<file path="src/rtl/cpld_link_scheduler_pkg.sv">
// Frame layout, nav bit positions and scheduler state shared by the CPLD link block.
// Pure definitions: no logic, no latency, no flow control.
package cpld_link_pkg;
  localparam int FRAME_BITS = 16;
  localparam int LED_LSB    = 0;
  localparam int SEG_LSB    = 8;
  localparam int NAV_U      = 8;
  localparam int NAV_D      = 9;
  localparam int NAV_L      = 10;
  localparam int NAV_R      = 11;
  localparam int NAV_SEL    = 12;

  typedef enum logic {WAIT_SYNC = 1'b0, RUN = 1'b1} state_t;

  function automatic int idx_width(input int n);
    return (n > 1) ? $clog2(n) : 1;
  endfunction
endpackage

</file>
<file path="src/rtl/cpld_link_scheduler_if.sv">
// Display requester bus: level req plus frame words in, one-cycle grant pulses out.
// Requesters hold req and req_data until their gnt pulse; no other backpressure.
interface cpld_link_scheduler_if import cpld_link_pkg::*; #(
  parameter int N_REQ = 2
);
  logic [N_REQ-1:0]            req;
  logic [FRAME_BITS*N_REQ-1:0] req_data;
  logic [N_REQ-1:0]            gnt;

  modport master (output req, output req_data, input gnt);
  modport slave  (input req, input req_data, output gnt);
endinterface

</file>
<file path="src/rtl/cpld_link_scheduler_rr_arbiter.sv">
// Round-robin pick starting one past the previous winner; combinational, zero latency.
// No backpressure: o_found is low when nobody requests.
module rr_arbiter import cpld_link_pkg::*; #(
  parameter int N_REQ = 2,
  localparam int IW = idx_width(N_REQ)
) (
  input  logic [N_REQ-1:0] i_req,
  input  logic [IW-1:0]    i_last_winner,
  output logic [IW-1:0]    o_winner,
  output logic             o_found
);
  logic [IW-1:0] w_idx;

  always_comb begin
    o_winner = '0;
    o_found  = 1'b0;
    w_idx    = '0;
    for (int off = 1; off <= N_REQ; off++) begin
      w_idx = IW'((int'(i_last_winner) + off) % N_REQ);
      if (!o_found && i_req[w_idx]) begin
        o_found  = 1'b1;
        o_winner = w_idx;
      end
    end
  end
endmodule

</file>
<file path="src/rtl/cpld_link_scheduler.sv">
// Serial CPLD link owner: one round-robin grant per 16-bit frame, word shifted out next frame; RX frame and nav published.
// Pins registered 1 clk after the counter; grant/rx_valid 1 clk after frame end; NAV_DEBOUNCE_EN adds nav debounce.
module cpld_link_scheduler import cpld_link_pkg::*; #(
  parameter int CLK_DIV_LOG2 = 12,
  parameter int N_REQ        = 2,
  parameter int DEBOUNCE_FRM = 3
) (
  input  logic                  clk,
  input  logic                  rst,
  cpld_link_scheduler_if.slave  bus,
  input  logic                  i_cpld_miso,
  output logic                  o_cpld_mosi,
  output logic                  o_cpld_clk,
  output logic                  o_cpld_load,
  output logic [FRAME_BITS-1:0] o_rx_frame,
  output logic                  o_rx_valid,
  output logic [4:0]            o_nav
);
  localparam int CW = CLK_DIV_LOG2 + 5;
  localparam int IW = idx_width(N_REQ);

  if (N_REQ < 2 || N_REQ > 4) begin : g_bad_nreq
    $error("N_REQ must be 2..4");
  end
  if (CLK_DIV_LOG2 < 1 || DEBOUNCE_FRM < 1) begin : g_bad_div
    $error("CLK_DIV_LOG2 and DEBOUNCE_FRM must be at least 1");
  end

  logic [CW-1:0]         r_cnt;
  logic [FRAME_BITS-1:0] r_tx_word;
  logic [FRAME_BITS-1:0] r_rx_sh;
  logic [FRAME_BITS-1:0] r_rx_frame;
  logic [IW-1:0]         r_last_winner;
  logic [N_REQ-1:0]      r_gnt;
  logic                  r_rx_valid;
  logic                  r_cpld_clk;
  logic                  r_mosi;
  logic                  r_load;
  logic [4:0]            r_nav;
  state_t                r_state;

  logic [3:0]            w_bit_idx;
  logic                  w_boundary;
  logic [IW-1:0]         w_winner;
  logic                  w_found;
  logic [FRAME_BITS-1:0] w_req_words [N_REQ];

  assign w_bit_idx  = r_cnt[CW-1 -: 4];
  assign w_boundary = &r_cnt;

  for (genvar g = 0; g < N_REQ; g++) begin : g_words
    assign w_req_words[g] = bus.req_data[FRAME_BITS*g +: FRAME_BITS];
  end

  rr_arbiter #(.N_REQ(N_REQ)) u_arb (
    .i_req         (bus.req),
    .i_last_winner (r_last_winner),
    .o_winner      (w_winner),
    .o_found       (w_found)
  );

  // The first frame after reset only aligns the CPLD; arbitration starts at its end boundary's successor.
  always_ff @(posedge clk) begin
    if (rst) begin
      r_cnt         <= '0;
      r_tx_word     <= '0;
      r_rx_sh       <= '0;
      r_rx_frame    <= '0;
      r_last_winner <= IW'(N_REQ - 1);
      r_gnt         <= '0;
      r_rx_valid    <= 1'b0;
      r_cpld_clk    <= 1'b0;
      r_mosi        <= 1'b0;
      r_load        <= 1'b0;
      r_state       <= WAIT_SYNC;
    end else begin
      r_cnt      <= r_cnt + CW'(1);
      r_cpld_clk <= r_cnt[CLK_DIV_LOG2];
      r_mosi     <= r_tx_word[w_bit_idx];
      r_load     <= (w_bit_idx == 4'hF);
      r_gnt      <= '0;
      r_rx_valid <= 1'b0;
      if (r_cpld_clk && (r_cnt[CLK_DIV_LOG2-1:0] == '0)) begin
        r_rx_sh[w_bit_idx] <= i_cpld_miso;
      end
      if (w_boundary) begin
        r_rx_frame <= r_rx_sh;
        r_rx_valid <= 1'b1;
        case (r_state)
          WAIT_SYNC: r_state <= RUN;
          RUN: begin
            if (w_found) begin
              r_tx_word       <= w_req_words[w_winner];
              r_gnt[w_winner] <= 1'b1;
              r_last_winner   <= w_winner;
            end
          end
        endcase
      end
    end
  end

`ifdef NAV_DEBOUNCE_EN
  localparam int DW = $clog2(DEBOUNCE_FRM + 1);
  logic [DW-1:0] r_db_cnt [5];

  // Each bit counts consecutive frames disagreeing with the published value.
  always_ff @(posedge clk) begin
    if (rst) begin
      r_nav <= '0;
      for (int k = 0; k < 5; k++) r_db_cnt[k] <= '0;
    end else if (r_rx_valid) begin
      for (int k = 0; k < 5; k++) begin
        if (r_rx_frame[NAV_U+k] == r_nav[k]) begin
          r_db_cnt[k] <= '0;
        end else if (r_db_cnt[k] == DW'(DEBOUNCE_FRM - 1)) begin
          r_nav[k]    <= ~r_nav[k];
          r_db_cnt[k] <= '0;
        end else begin
          r_db_cnt[k] <= r_db_cnt[k] + DW'(1);
        end
      end
    end
  end
`else
  always_ff @(posedge clk) begin
    if (rst) r_nav <= '0;
    else if (r_rx_valid) r_nav <= r_rx_frame[NAV_SEL:NAV_U];
  end
`endif

  assign bus.gnt     = r_gnt;
  assign o_cpld_mosi = r_mosi;
  assign o_cpld_clk  = r_cpld_clk;
  assign o_cpld_load = r_load;
  assign o_rx_frame  = r_rx_frame;
  assign o_rx_valid  = r_rx_valid;
  assign o_nav       = r_nav;
endmodule

</file>
<file path="src/flat_wrapper.sv">
// flat-port wrapper written by rule: the top's interface ports become plain ports
module cpld_link_scheduler_flat import cpld_link_pkg::*;
#(
  parameter int CLK_DIV_LOG2 = 12,
  parameter int N_REQ        = 2,
  parameter int DEBOUNCE_FRM = 3
)
  (clk, rst, i_cpld_miso, o_cpld_mosi, o_cpld_clk, o_cpld_load, o_rx_frame, o_rx_valid, o_nav, bus_req, bus_req_data, bus_gnt);
  cpld_link_scheduler_if #(.N_REQ(N_REQ)) bus_i ();
  input  logic clk;
  input  logic rst;
  input  logic i_cpld_miso;
  output logic o_cpld_mosi;
  output logic o_cpld_clk;
  output logic o_cpld_load;
  output logic [FRAME_BITS-1:0] o_rx_frame;
  output logic o_rx_valid;
  output logic [4:0] o_nav;
  input wire logic [$bits(bus_i.req)-1:0] bus_req;
  input wire logic [$bits(bus_i.req_data)-1:0] bus_req_data;
  output wire logic [$bits(bus_i.gnt)-1:0] bus_gnt;
  assign bus_i.req = bus_req;
  assign bus_i.req_data = bus_req_data;
  assign bus_gnt = bus_i.gnt;
  cpld_link_scheduler #(.CLK_DIV_LOG2(CLK_DIV_LOG2), .N_REQ(N_REQ), .DEBOUNCE_FRM(DEBOUNCE_FRM)) u_core (.clk(clk), .rst(rst), .bus(bus_i), .i_cpld_miso(i_cpld_miso), .o_cpld_mosi(o_cpld_mosi), .o_cpld_clk(o_cpld_clk), .o_cpld_load(o_cpld_load), .o_rx_frame(o_rx_frame), .o_rx_valid(o_rx_valid), .o_nav(o_nav));
endmodule
</file>
<file path="config.mk">
export PLATFORM = sky130hd
export DESIGN_NAME = cpld_link_scheduler_flat
export DESIGN_NICKNAME = d
export VERILOG_FILES = /design/src/rtl/cpld_link_scheduler_pkg.sv /design/src/rtl/cpld_link_scheduler_if.sv /design/src/rtl/cpld_link_scheduler_rr_arbiter.sv /design/src/rtl/cpld_link_scheduler.sv /design/src/flat_wrapper.sv
export SDC_FILE = /design/constraint.sdc
export NUM_CORES = 1
export LEC_CHECK = 0
export BUFFER_PORTS_ARGS = -buffer_cell sky130_fd_sc_hd__buf_2
export CORE_MARGIN = 8
export CORE_UTILIZATION = 60
export DETAILED_ROUTE_END_ITERATION = 12
export PLACE_DENSITY = 0.86
export SYNTH_ARGS = -nofsm -noshare
export SYNTH_HDL_FRONTEND = slang
export SYNTH_SLANG_ARGS = --single-unit
</file>
<file path="constraint.sdc">
create_clock -name clk -period 5.5 [get_ports clk]
set_input_delay 0.825 -clock clk [delete_from_list [all_inputs] [get_ports clk]]
set_output_delay 0.825 -clock clk [all_outputs]
set_load 0.05 [all_outputs]
</file>
### Word level (Yosys, flattened, before mapping)

Index checks and enable logic that the tools add are counted.

| storage, ports and cells | value |
|---|---|
| register bits after elaboration | 78 |
| bits of input ports | 37 |
| output and inout bits | 27 |
| logic and storage cells | 55 |

| cells by class | value |
|---|---|
| add/sub/neg operators | 3 |
| magnitude comparators | 7 |
| eq/ne operators | 1 |
| mux-type cells | 19 |
| bitwise logic cells | 4 |
| reduce and logical (&&, ||, !) cells | 9 |

Operators by type and width:

| cell | count |
|---|---|
| 2-to-1 mux 16 bit | 3 |
| AND reduction 19 bit | 1 |
| adder 17 x 1 -> 17 bit (second input constant) | 1 |
| AND reduction 17 bit | 1 |
| bitwise mux 16 bit | 1 |
| zero test 12 bit | 1 |
| 2-to-1 mux 1 bit | 12 |
| < comparator 1 x 2 -> 1 bit (second input constant) | 3 |
| < comparator 4 x 5 -> 1 bit (second input constant) | 1 |
| binary-select mux 1 bit (select 4 bit) | 1 |
| demux 1 bit (select 4 bit) | 1 |
| equality test 4 bit (second input constant) | 1 |
| greater-or-equal comparator 4 x 1 -> 1 bit (second input constant) | 1 |
| logical AND 1 bit | 4 |
| OR reduction 4 bit | 1 |
| inverter 1 bit | 3 |
| adder 1 bit (second input constant) | 2 |
| greater-or-equal comparator 2 bit (second input constant) | 1 |
| inverter 1 -> 2 bit | 1 |
| demux 1 bit (select 1 bit) | 1 |
| greater-or-equal comparator 1 bit (second input constant) | 1 |
| zero test 1 bit | 1 |

### Longest topological paths before layout

Gate-level depths: netlist of run 1.

| logic depth | value |
|---|---|
| depth in word-level cells | 11 |
| depth in mapped cells | 11 |
| mapped depth without buffers | 8 |

### Modules after synthesis

Synthesis of run 1 repeated with hierarchy kept, for this count alone.

| unflattened totals | value |
|---|---|
| cells, all modules | 372 |
| area total of the unflattened synthesis | 3405.8 sq um |

By module, submodules not included:

| module | instances | cells each | area an instance (sq um) | sequential area each (sq um) |
|---|---|---|---|---|
| cpld_link_scheduler | 1 | 370 | 3392.0 | 1561.5 |
| rr_arbiter | 1 | 2 | 13.8 | 0.0 |

### Worst setup path before layout of run 1

OpenSTA, ideal clock, no wires.

| timing path | value |
|---|---|
| kind | register -> register |
| from | register u_core.r_cnt[0] |
| to | register u_core.r_rx_frame[10], in the netlist u_core.o_rx_frame[10] |
| library setup time | 0.128 ns |
| arrival | 2.848 ns |
| data required time | 5.372 ns |
| setup slack | 2.524 ns |
| stages on the path, launching flop included | 12 |
| buffers on the path | 4 |
| period minus slack after synthesis | 2.976 ns |
| path through | dfxtp_1 ha_1 nand2_1 or4_4 buf_6 buf_2 nor2_1 ha_1 clkbuf_1 buf_1 mux2i_1 nor2_1 |

| between the ends | value |
|---|---|
| word-level cells in the longest chain between the ends | 1 |

RTL lines:

| what | line | text |
|---|---|---|
| start: declaration | cpld_link_scheduler.sv:29 | `logic [CW-1:0] r_cnt;` |
| start signal: assignment | cpld_link_scheduler.sv:77 | `r_cnt <= r_cnt + CW'(1);` |
| AND reduction 17 bit | cpld_link_scheduler.sv:49 | `assign w_boundary = &r_cnt;` |
| via u_core.w_boundary | cpld_link_scheduler.sv:43 | `logic w_boundary;` |
| end signal: assignment | cpld_link_scheduler.sv:87 | `r_rx_frame <= r_rx_sh;` |
| end: declaration | cpld_link_scheduler.sv:32 | `logic [FRAME_BITS-1:0] r_rx_frame;` |

The timed path passes the listed nets, and every way through them passes these cells.
A chain may end at the register's enable or synchronous reset.

### Final worst setup path of run 1

| timing path | value |
|---|---|
| from | register u_core.r_cnt[0] |
| to | register u_core.r_gnt[0], in the netlist u_core.bus.gnt[0] |

| between the ends | value |
|---|---|
| word-level cells in the longest chain between the ends | 3 |

RTL lines:

| what | line | text |
|---|---|---|
| AND reduction 17 bit | cpld_link_scheduler.sv:49 |  |
| via u_core.w_boundary | cpld_link_scheduler.sv:43 |  |
| inverter 1 bit (no line) | -- |  |
| OR reduction 4 bit (no line) | -- |  |
| end signal: assignment | cpld_link_scheduler.sv:70 | `r_gnt <= '0;` |
| end signal: assignment | cpld_link_scheduler.sv:81 | `r_gnt <= '0;` |
| end signal: indexed assignment | cpld_link_scheduler.sv:94 | `r_gnt[w_winner] <= 1'b1;` |
| end: declaration | cpld_link_scheduler.sv:34 | `logic [N_REQ-1:0] r_gnt;` |

The timed path passes the listed nets, and every way through them passes these cells.

==> metrics.csv, run 1 <==
stage,metric,value,unit
grt,grt_usage,17.5,%
placement,routabilityCongestion,0.827,
routing,routed_via_density,5.69,
logic_synthesis,synth_cells,387,
routing,drt_iter0_drc,175,
critical_path,path_buf_inv,0,
power_and_ir_drop,max-vdd-ir-drop,0.000168,V
logic_synthesis,yosysWarnings,0,
power_and_ir_drop,switchingPower,226,uW
grt,gr-total-overflow,0,
grt,grt_antenna_before_repair,0,
power_and_ir_drop,p_int,760,uW
timing,maxSlewHeadroom,19.6,%
critical_path,start_kind,flip-flop,
power_and_ir_drop,power_frac_clock,37.6,%
final_layout,diodes,0,
routing,vias,2891,
grt,grt_pass1_vias,2780,
die,die_area,8700,um2
die,fp.dieH,93.3,um
clock_network,cts_setup_buffers,0,
logic_synthesis,synth_area_per_cell,9.26,um2
timing,skew,0.00639,ns
clock_network,hold_buffers,0,
clock_network,cts_buffers,9,
logic_synthesis,syn-num-nets,427,
timing,tns,0,ns
die,initial_utilization,61.2,%
timing,tightest_slew,1.21,ns
logic_synthesis,synth_seq_cells,78,
final_layout,fillers,468,
routing,routed_wl,7.55,mm
clock_network,clockRootBuffer,clkbuf_8,
critical_path,crit_chain,ha_1 -> nand2_1 -> or4_4 -> nor2_1 -> ha_1 -> nor2b_1 -> nand2_1 -> nor2_1,
clock_network,cts_buffer_depth,2,
routing,ant_nets,0,
worst_hold_path,hold_path.class,flip-flop to flip-flop,
placement,dp_hpwl,5.22,mm
logic_synthesis,ys_seq_area_share,43.6,%
placement,port_buffers,63,
timing,setup_viol,0,
die,rows,28,
timing,fin_crit,3.17,ns
critical_path,critPathMaxStageDelay,0.89,ns
clock_network,cts.sinks,78,
routing,drc,0,
clock_network,clk_transition_reported_paths,0.07,ns
timing,fmax,316,MHz
clock_network,htreeDepth,3,
job,cap_violations,0,
power_and_ir_drop,cellLeakagePower,0.00154,uW
grt,grt_max_degree,67,
final_layout,fin_cells,508,
final_layout,layout-drive-gt1-share,22.4,%
final_layout,nets,469,
grt,grt_pass1_wl,12.6,mm
critical_path,criticalPathCategory,flip-flop to flip-flop,
die,core,5850,um2
logic_synthesis,synth.cell_area,3580,um2
routing,wl_per_cell,14.9,um
clock_network,cts_tree,yes,
critical_path,ff2ff_path_depth,8,
worst_hold_path,hold_depth,2,
final_layout,area_growth,12.3,%
clock_network,clkLatencyLatePin,0.35,ns
power_and_ir_drop,p_comb_share,4.7,%
critical_path,crit_fanout,37,
timing,timing.final.crit_share,57.6,%
routing,first_pass_iters,4,
critical_path,slowest_stage,ha_1,
critical_path,worst_ep_required_time,5.78,ns
power_and_ir_drop,switching_share,23.0,%
timing,rsz0062_at_grt,false,
critical_path,critPathCaptureType,flip-flop,
timing,finalHoldViolCount,0,
critical_path,crit_family,simple AND/OR/NAND/NOR gates,
critical_path,arrival,3.44,ns
timing,drv_slew,0,
critical_path,cp_num_cells,8,
clock_network,cts_resized,0,
logic_synthesis,ys_types,39,
power_and_ir_drop,seq_power_share,57.7,%
die,io_pins,64,
die,die_w,93.3,um
outcome,status,"finished, final reports clean",
placement,dp.cells,493,
power_and_ir_drop,power_density,245,nW/um2
==> logic make-up (layout without fill, tap and decap cells) <==
| kind of cell | count (synthesis) | after routing | share of synthesized area (%) |
|---|---|---|---|
| adder cells (fa/ha/maj) | 3 | 3 | 1.05 |
| AND/OR/NAND/NOR | 137 | 137 | 19.5 |
| buffers and inverters | 38 | 84 | 4.82 |
| AO/OA/AOI/OAI | 75 | 75 | 15.0 |
| XOR/XNOR | 11 | 11 | 2.69 |
| multiplexers | 45 | 45 | 13.3 |
| flip-flops | 78 | 78 | 43.6 |
==> stage by stage <==
stage | utilization (%) | cell area [um2] | setup WS (ns) | hold WS [ns] | total power [uW]
global route | 68.8 | 4020 | 2.12 | 0.503 | 1030
detailed placement | 65.9 | 3860 | 2.36 | 0.460 | 627
finish | 68.8 | 4020 | 2.33 | 0.476 | 986
CTS | 68.8 | 4020 | 2.34 | 0.477 | 992
global placement | 65.9 | 3860 | 2.54 | 0.452 | 626
floorplan | - | 3580 | 2.52 | 0.435 | 609
==> cell usage after synthesis <==
cell / n / area share (%)
a31o_2: 1 / 0.24
a211oi_1: 1 / 0.21
inv_1: 3 / 0.31
mux2_2: 1 / 0.31
or3_1: 1 / 0.17
and4b_1: 1 / 0.28
nor2b_1: 24 / 4.2
xor2_1: 4 / 0.98
ha_1: 3 / 1.0
nand3_1: 9 / 1.3
nor3_1: 3 / 0.42
nor2_1: 44 / 4.6
buf_2: 6 / 0.84
o41ai_2: 11 / 5.0
mux2i_1: 42 / 12
o21ai_1: 18 / 2.5
nor4b_1: 2 / 0.49
and2_1: 2 / 0.35
nand2_1: 21 / 2.2
clkbuf_1: 19 / 2.0
xnor2_1: 7 / 1.7
o21a_1: 1 / 0.21
and4_1: 1 / 0.24
and3_1: 4 / 0.70
buf_6: 3 / 0.94
nand2b_1: 2 / 0.35
mux4_2: 2 / 1.3
o21ai_0: 17 / 2.4
nor4_1: 2 / 0.35
a22oi_1: 1 / 0.21
buf_1: 7 / 0.73
nand3_2: 1 / 0.28
o41ai_1: 5 / 1.2
o41a_1: 1 / 0.31
a21boi_0: 1 / 0.21
dfxtp_1: 78 / 44
nand4_1: 19 / 3.3
or4_4: 1 / 0.31
a21oi_1: 18 / 2.5
==> power by group through the flow <==
stage               combinational, uW  sequential, uW  clock, uW
floorplan                        28.0             581          0
global placement                 44.7             581          0
detailed placement               45.9             582          0
CTS                              46.3             568        377
global route                     50.8             569        409
finish                           46.5             568        371
==> area by class of cell <==
class	count	area [um2]	share of cell area, %
Multi-Input combinational cell	271	1850	46.0
Sequential cell	78	1560	38.8
Timing Repair Buffer	66	338	8.40
Clock buffer	12	145	3.61
Tap cell	75	93.8	2.33
Clock inverter	3	21.3	0.529
Inverter	3	11.3	0.280
==> worst paths after layout <==
| kind | from | endpoint | slack [ns] |
|---|---|---|---|
| max | u_core.r_cnt[0] | u_core.bus.gnt[0] | 2.33 |
| min | u_core.r_state | u_core.r_state | 0.48 |
| min reg2reg | u_core.r_state | u_core.r_state | 0.48 |
| max reg2reg | u_core.r_cnt[0] | u_core.bus.gnt[0] | 2.33 |
==> cells in the final DEF (no fill, tap or decap), drive strengths merged, types with 2 or more instances in the layout <==
master  instances
dfxtp          78
buf            66
nor2           44
mux2i          42
o21ai          35
nor2b          24
nand2          21
nand4          19
a21oi          18
o41ai          16
clkbuf         12
nand3          10
xnor2           7
and3            4
xor2            4
inv             3
nor3            3
ha              3
and2            2
nor4b           2
nor4            2
nand2b          2
mux4            2
clkinv          2
==> flip-flops by register name (all words and copies together) (netlist names), 2 cells and up <==
name,cells
u_core.bus.gnt,2
u_core.o_rx_frame,16
u_core.r_tx_word,16
u_core.r_cnt,17
u_core.r_rx_sh,16
u_core.o_nav,5
==> routing by layer <==
layer | global-route usage, % | routed length, um
met5 | 0 | 0
met3 | 5.61 | 435
met4 | 4.56 | 74
met1 | 22.1 | 3610
met2 | 28.1 | 3430
==> worst register-to-register path: stages, from the launching register on <==
cell	delay, ns
dfxtp_1	0.40
ha_1	0.23
nand2_1	0.12
or4_4	0.79
nor2_1	0.19
ha_1	0.89
nor2b_1	0.29
nand2_1	0.09
nor2_1	0.10
(Power assumes the default switching activity.)
==> inputs of run 2 (changes only) <==
--- a/config.mk
+++ b/config.mk
@@ -7,9 +7,9 @@
 export LEC_CHECK = 0
 export BUFFER_PORTS_ARGS = -buffer_cell sky130_fd_sc_hd__buf_2
 export CORE_MARGIN = 8
-export CORE_UTILIZATION = 60
+export CORE_UTILIZATION = 55
 export DETAILED_ROUTE_END_ITERATION = 12
-export PLACE_DENSITY = 0.86
+export PLACE_DENSITY = 0.8
 export SYNTH_ARGS = -nofsm -noshare
 export SYNTH_HDL_FRONTEND = slang
 export SYNTH_SLANG_ARGS = --single-unit
==> constraint.sdc (replaced) <==
create_clock -name clk -period 3 [get_ports clk]
set_input_delay 0.45 -clock clk [delete_from_list [all_inputs] [get_ports clk]]
set_output_delay 0.45 -clock clk [all_outputs]
set_load 0.05 [all_outputs]
==> metrics.csv, run 2 (synthesized netlist as in run 1, its figures left out) <==
stage,metric,value,unit
clock_network,cts_tree,yes,
routing,drt_iter0_drc,142,
timing,skew,0.00688,ns
critical_path,critPathCaptureType,flip-flop,
critical_path,path_buf_inv,1,
timing,fin_crit,2.45,ns
critical_path,crit_family,simple AND/OR/NAND/NOR gates,
critical_path,arrival,2.68,ns
clock_network,cts_setup_buffers,0,
final_layout,diodes,0,
outcome,status,"finished, final reports clean",
grt,grt_pass1_vias,2742,
final_layout,final_cell_mix,"dfxtp_1 (78), buf_2 (63), nor2_1 (44)",
power_and_ir_drop,power_density,455,nW/um2
power_and_ir_drop,max-vdd-ir-drop,0.000365,V
timing,finalHoldViolCount,0,
timing,setup_viol,0,
final_layout,nets,473,
clock_network,cts_buffer_depth,2,
clock_network,hold_buffers,0,
final_layout,layout-drive-gt1-share,23.7,%
placement,port_buffers,63,
timing,tns,0,ns
placement,post_dp_cell_area,3900,um2
clock_network,cts_buffers,9,
placement,routabilityCongestion,0.808,
job,cap_violations,0,
critical_path,crit_fanout,14,
clock_network,clk_transition_reported_paths,0.08,ns
clock_network,htreeDepth,3,
timing,drv_slew,0,
routing,routed_via_density,5.70,
critical_path,criticalPathCategory,flip-flop to flip-flop,
power_and_ir_drop,cellLeakagePower,0.00157,uW
timing,timing.final.crit_share,81.6,%
final_layout,layout_commonest_cell,dfxtp_1,
grt,grt_pass1_wl,12.8,mm
grt,grt_max_degree,42,
die,rows,29,
clock_network,cts.sinks,78,
routing,routed_wl,7.68,mm
timing,rsz0062_at_grt,false,
critical_path,slowest_stage,or4_4,
clock_network,cts_resized,0,
die,core,6310,um2
die,initial_utilization,56.7,%
final_layout,area_growth,14.0,%
die,die_w,96.7,um
grt,grt_antenna_before_repair,0,
routing,first_pass_iters,4,
timing,fmax,408,MHz
critical_path,reg2reg_setup_slack,0.55,ns
clock_network,clkLatencyLatePin,0.36,ns
clock_network,clockRootBuffer,clkbuf_8,
final_layout,design_area,4090,um2
routing,drc,0,
routing,wl_per_cell,14.9,um
die,io_pins,64,
critical_path,worst_ep_required_time,3.23,ns
critical_path,crit_chain,ha_1 -> nand2_1 -> or4_4 -> nor2_1 -> ha_1 -> buf_4 -> mux2i_1 -> nor2_1,
final_layout,top_register,u_core.r_cnt,
final_layout,fillers,530,
die,fp.dieH,96.7,um
critical_path,start_kind,flip-flop,
placement,dp_hpwl,5.37,mm
worst_hold_path,hold_path.class,input pin to flip-flop,
routing,ant_nets,0,
die,die_area,9350,um2
grt,grt_usage,16.1,%
critical_path,critPathMaxStageDelay,0.56,ns
final_layout,largest_reg_flops,17,
grt,gr-total-overflow,0,
routing,vias,2936,
timing,maxSlewHeadroom,51.3,%
timing,tightest_slew,0.731,ns
-- run 2: worst paths after layout --
path / start / to / cells after the start
setup / recovery: u_core.r_cnt[0] / u_core.o_rx_frame[11] / 8
hold / removal: bus_req_data[3] / u_core.r_tx_word[3] / 3
setup reg to reg: u_core.r_cnt[0] / u_core.o_rx_frame[11] / 8
hold reg to reg: u_core.r_rx_sh[1] / u_core.r_rx_sh[1] / 2
-- run 2: through the flow --
stage / util (%) / instances / hold slack [ns] / total power (uW) / setup WS [ns]
3_3_place_gp: 61.8 / 499 / 0.452 / 1150 / 0.658
3_5_place_dp: 61.8 / 499 / 0.471 / 1150 / 0.551
5_1_grt: 64.7 / 515 / 0.433 / 1930 / 0.411
6_report: 64.7 / 515 / 0.431 / 1860 / 0.551
4_1_cts: 64.7 / 515 / 0.431 / 1870 / 0.552
2_1_floorplan: - / 387 / 0.435 / 1120 / 0.0242
-- run 2: final cells by class --
type / instances / area, um2 / share of cell area (%)
Multi-Input combinational cell: 271 / 1850 / 45.3
Sequential cell: 78 / 1560 / 38.2
Timing Repair Buffer: 70 / 380 / 9.31
Clock buffer: 10 / 138 / 3.37
Tap cell: 77 / 96.3 / 2.36
Clock inverter: 6 / 46.3 / 1.13
Inverter: 3 / 11.3 / 0.276
-- run 2: power breakdown --
group | internal, uW | switching, uW | leakage, uW
sequential | 1040 | 3.91 | 0.000629
combinational | 37.8 | 50.3 | 0.000856
clock | 326 | 401 | 0.0000889
total | 1400 | 455 | 0.00157
-- run 2: worst min-delay path: stages --
cell and delay [ns]:
buf_2 0.10, mux2i_1 0.13, o41ai_1 0.07
-- run 2: metal layers --
| metal | vias to the layer above | share of wire, % | track usage [%] |
|---|---|---|---|
| li1 | 1470 | - | - |
| met1 | 1379 | 46 | 20.2 |
| met2 | 73 | 46 | 24.8 |
| met3 | 14 | 5.4 | 5.33 |
| met4 | 0 | 1.8 | 6.39 |
| met5 | - | 0 | 0 |
